`src/rtl/leaf_oct_arbiter.sv`:
```
// Round-robin merge of NUM_LEAF leaf packet streams into one BFT output port.
// Each leaf has a one-entry holding buffer; the output register honours out_stall backpressure.
module leaf_oct_arbiter #(
    parameter int unsigned NUM_LEAF = 8,
    parameter int unsigned PKT_W    = 49
) (
    input  logic                      clk,
    input  logic                      reset,
    input  logic [NUM_LEAF*PKT_W-1:0] din_leaf_interface2bft,
    output logic [NUM_LEAF-1:0]       in_ready,
    output logic [PKT_W-1:0]          dout_arb2bft,
    input  logic                      out_stall,
    output logic [15:0]               pkt_cnt
);

    localparam int unsigned PTR_W = (NUM_LEAF > 1) ? $clog2(NUM_LEAF) : 1;
    localparam int unsigned CNT_W = 16;

    logic [NUM_LEAF-1:0] buf_vld_q, buf_vld_d;
    logic [PKT_W-1:0]    buf_data_q [NUM_LEAF];
    logic [PKT_W-1:0]    buf_data_d [NUM_LEAF];
    logic [PTR_W-1:0]    ptr_q, ptr_d;
    logic [PKT_W-1:0]    dout_q, dout_d;
    logic [CNT_W-1:0]    cnt_q, cnt_d;

    logic                win_found;
    logic [PTR_W-1:0]    win_idx;
    logic                out_free;

    // Round-robin search: scan from furthest to nearest so the nearest set buffer after ptr wins.
    always_comb begin
        int idx;
        win_found = 1'b0;
        win_idx   = '0;
        for (int k = int'(NUM_LEAF); k >= 1; k--) begin
            idx = int'(ptr_q) + k;
            if (idx >= int'(NUM_LEAF)) begin
                idx = idx - int'(NUM_LEAF);
            end
            if (buf_vld_q[idx]) begin
                win_found = 1'b1;
                win_idx   = PTR_W'(idx);
            end
        end
    end

    assign out_free = ~dout_q[PKT_W-1] | ~out_stall;

    // Capture into empty buffers, then grant one full buffer when the output register is free.
    always_comb begin
        buf_vld_d  = buf_vld_q;
        buf_data_d = buf_data_q;
        ptr_d      = ptr_q;
        dout_d     = dout_q;
        cnt_d      = cnt_q;

        for (int unsigned i = 0; i < NUM_LEAF; i++) begin
            if (!buf_vld_q[i] && din_leaf_interface2bft[i*PKT_W + PKT_W - 1]) begin
                buf_vld_d[i]  = 1'b1;
                buf_data_d[i] = din_leaf_interface2bft[i*PKT_W +: PKT_W];
            end
        end

        if (out_free) begin
            if (win_found) begin
                dout_d             = buf_data_q[win_idx];
                buf_vld_d[win_idx] = 1'b0;
                ptr_d              = win_idx;
                cnt_d              = CNT_W'(cnt_q + CNT_W'(1));
            end else begin
                dout_d = '0;
            end
        end
    end

    always_ff @(posedge clk or posedge reset) begin
        if (reset) begin
            buf_vld_q <= '0;
            ptr_q     <= PTR_W'(NUM_LEAF - 1);
            dout_q    <= '0;
            cnt_q     <= '0;
            for (int unsigned i = 0; i < NUM_LEAF; i++) begin
                buf_data_q[i] <= '0;
            end
        end else begin
            buf_vld_q  <= buf_vld_d;
            buf_data_q <= buf_data_d;
            ptr_q      <= ptr_d;
            dout_q     <= dout_d;
            cnt_q      <= cnt_d;
        end
    end

    // in_ready is forced low combinationally so reset takes effect without a clock edge.
    assign in_ready     = reset ? '0 : ~buf_vld_q;
    assign dout_arb2bft = dout_q;
    assign pkt_cnt      = cnt_q;

endmodule

```
`config.mk`:
```
export PLATFORM = sky130hd
export DESIGN_NAME = leaf_oct_arbiter
export DESIGN_NICKNAME = d
export VERILOG_FILES = /design/src/rtl/leaf_oct_arbiter.sv
export SDC_FILE = /design/constraint.sdc
export NUM_CORES = 1
export LEC_CHECK = 0
export CAP_MARGIN = 30
export CORE_UTILIZATION = 46
export DETAILED_ROUTE_END_ITERATION = 16
export HOLD_SLACK_MARGIN = 0.03
export PLACE_DENSITY = 0.89
export SLEW_MARGIN = 10
export SYNTH_ARGS = -nofsm -noshare
export SYNTH_HDL_FRONTEND = slang
export SYNTH_SLANG_ARGS = --single-unit
```
`constraint.sdc`:
```
create_clock -name clk -period 15.2 [get_ports clk]
set_input_delay 3.04 -clock clk [delete_from_list [all_inputs] [get_ports clk]]
set_output_delay 3.04 -clock clk [all_outputs]
set_load 0.05 [all_outputs]
```
==> impl_metrics.csv <==
group,metric,value,unit
outcome,status,"finished clean",
global_routing,grt_pass1_vias,18082,
synth,syn_area,0.0213,mm2
cts,clk_pin_slew,0.06,ns
global_routing,grt_use_total,29.1,%
cts,cts_sinks,468,
detailed_routing,via_count,16653,
global_routing,use_met1,35.2,%
worst_setup_path,path_max_fanout,9,
pwr,powerDensity,260,mW/mm2
place,io_buffer_count,467,
worst_setup_path,worst_setup_path_end_kind,"output pin",
detailed_routing,drt-initial-drc-count,1512,
detailed_routing,wl,69.2,mm
worst_setup_path,critPathRequiredTime,12.16,ns
synth,synth_cell_types,62,
timing,fin_setup_tns,0,ns
synth,syn-instance-count,1720,
global_routing,gr-usage-met3,6.82,%
cts,ctsHoldBuffers,0,
timing,relSlewSlack,33.4,%
die,die_w,217,um
final_layout,drive_gt1_share,25.2,%
timing,whs,0.471,ns
worst_setup_path,arrival,4.62,ns
place,place.gp.congestion,0.902,
die,ios,468,
worst_setup_path,crit_type,"primary input to output pin",
timing,max_freq,0.131,GHz
cts,post_cts_resized,0,
worst_setup_path,start_kind,"primary input",
die,die_area,0.0471,mm2
cts,clk_latency,0.59,ns
synth,seq_area_frac_synth,55.0,%
synth,syn-mean-instance-area,12.4,um2
timing,min_period,7.66,ns
detailed_routing,firstDrtPassIters,5,
die,die_h,217,um
synth,yosysWarnings,0,
timing,finalCritPeriodShare,50.4,%
die,core_area,0.0455,mm2
cts,cts_tree,"built",
timing,slew_violations,0,
synth,ys_ff_latch,468,
die,start_util,46.8,%
global_routing,grt_pass1_wl,104,mm
synth,async_reset_ff_share,100,%
timing,tightest_slew,0.999,ns
global_routing,antenna_found_initial,5,
detailed_routing,antenna_left,0,
global_routing,grtUsageMet2,47.5,%
cts,cts_setup_buffers,0,
flow_run,drv_cap,0,
global_routing,grt.overflow.total,0,
global_routing,busiest_layer,"met2",
final_layout,final_common_cell,"clkdlybuf4s50_1",
timing,finalSetupViolCount,0,
synth,synth_nets,2118,
pwr,leakage,11.5,nW
cts,root_buffer,"clkbuf_16",
synth,synth_edf_count,0,
final_layout,syn2layout_area_growth,32.1,%
final_layout,nets,2537,
timing,hold_viol,0,
timing,rsz0062_at_grt,"false",
cts,htreeDepth,2,
detailed_routing,routedWlPerCell,24.9,um
cts,clockBufferDepth,3,
die,std_cell_rows,78,
place,dp_hpwl,44.4,mm
final_layout,fill_cells,3399,
detailed_routing,viasPerCell,5.98,
final_layout,final_cell_mix,"clkdlybuf4s50_1, dfrtp_1, mux2_2, nand2_1, mux2i_1",
global_routing,grt_max_degree,171,
timing,clock_skew,0.0202,ns
cts,cts_buffers,49,
synth,synth-main-ff-cell,"dfrtp_1",
pwr,vdd_drop_max,0.276,mV
min_path,min_path_type,"flip-flop to flip-flop",
detailed_routing,drc,0,
cells by family after synthesis:
family          after synthesis  share of synthesized area, %
simple gates                435                          8.78
flops                       468                          55.0
fa+ha+maj                     3                         0.176
compound gates              195                          7.42
buf+inv                     136                          2.94
xor+xnor                     19                         0.888
mux                         464                          24.8
cell type report:
| class | instances | area (um2) | share of cell area (%) |
|---|---|---|---|
| multi-input combinational | 1116 | 9030 | 32.1 |
| antenna | 6 | 15.0 | 0.0534 |
| inverter | 7 | 30.0 | 0.107 |
| tap | 600 | 751 | 2.67 |
| clock inverter | 17 | 185 | 0.658 |
| clock buffer | 72 | 1410 | 5.03 |
| timing repair buffer | 497 | 4980 | 17.7 |
| sequential | 468 | 11700 | 41.7 |
metrics by stage:
stage | std cells | total power (W) | worst slack [ns] | util [%] | instance area [um2]
after global placement | 2684 | 0.00586 | 7.57 | 58.1 | 26400
after CTS | 2775 | 0.00729 | 7.54 | 61.7 | 28100
final | 2783 | 0.00731 | 7.54 | 61.8 | 28100
after detailed placement | 2686 | 0.00604 | 7.54 | 58.2 | 26500
after floorplan | 1720 | 0.00490 | 5.62 | - | 21300
after global routing | 2782 | 0.00768 | 7.45 | 61.8 | 28100
registers in the layout (all words and copies together), names as in the netlist:
signal	flops
buf_data_q	392
buf_vld_q	8
dout_arb2bft	49
pkt_cnt	16
ptr_q	3
metal layers:
metal | wire length, um | up-vias | share of wire (%)
li1 | - | 7048 | -
met1 | 26400 | 8405 | 38
met2 | 32900 | 944 | 48
met3 | 5930 | 254 | 8.6
met4 | 3860 | 2 | 5.6
met5 | 11 | - | 0.016
path summary, 6_finish.rpt:
| kind | startpoint | end | slack [ns] | depth (start not counted) |
|---|---|---|---|---|
| min reg2reg | buf_data_q[244]$_DFFE_PP0P_ | buf_data_q[244]$_DFFE_PP0P_ | 0.47 | 1 |
| max reg2reg | ptr_q[0]$_DFFE_PP1P_ | dout_arb2bft[37]$_DFFE_PP0N_ | 8.60 | 13 |
| max | reset | in_ready[0] | 7.54 | 3 |
| min in group asynchronous | reset | pkt_cnt[13]$_DFFE_PP0P_ | 2.96 | 2 |
| min | buf_data_q[244]$_DFFE_PP0P_ | buf_data_q[244]$_DFFE_PP0P_ | 0.47 | 1 |
| max in group asynchronous | reset | buf_data_q[15]$_DFFE_PP0P_ | 10.36 | 6 |
critical path, cell delays in order:
cell	delay (ns)
clkdlybuf4s50_1	0.58
nor2_1	0.18
clkdlybuf4s50_1	0.82
power by group:
part	internal [W]	switching (W)	total, W
Sequential	0.00188	0.000397	0.00228
Combinational	0.00154	0.00230	0.00384
Clock	0.000696	0.000502	0.00120
Total	0.00412	0.00320	0.00731
Yosys cell counts (all sizes together), types with 2 or more instances:
library cell	n	share of area (%)
dfrtp	465	55
mux2	388	21
nand2	314	5.5
buf	69	1.8
mux2i	67	3.3
clkbuf	60	1.1
a31oi	55	1.6
nand3	55	1.5
a32oi	48	2.0
a32o	47	2.2
nor2	26	0.49
xnor2	13	0.57
or2	10	0.29
mux4	9	0.95
nor2b	9	0.26
a21oi	7	0.16
nor3	7	0.26
o21ai	7	0.16
inv	6	0.11
xor2	6	0.32
a211oi	5	0.24
nand4	4	0.12
o211ai	4	0.14
a21boi	3	0.11
and2	3	0.088
and3	3	0.088
dfstp	3	0.37
ha	3	0.18
a2111oi	2	0.082
a22o	2	0.082
o221ai	2	0.11
o22ai	2	0.059
o32a	2	0.094
(Power assumes the default switching activity.)
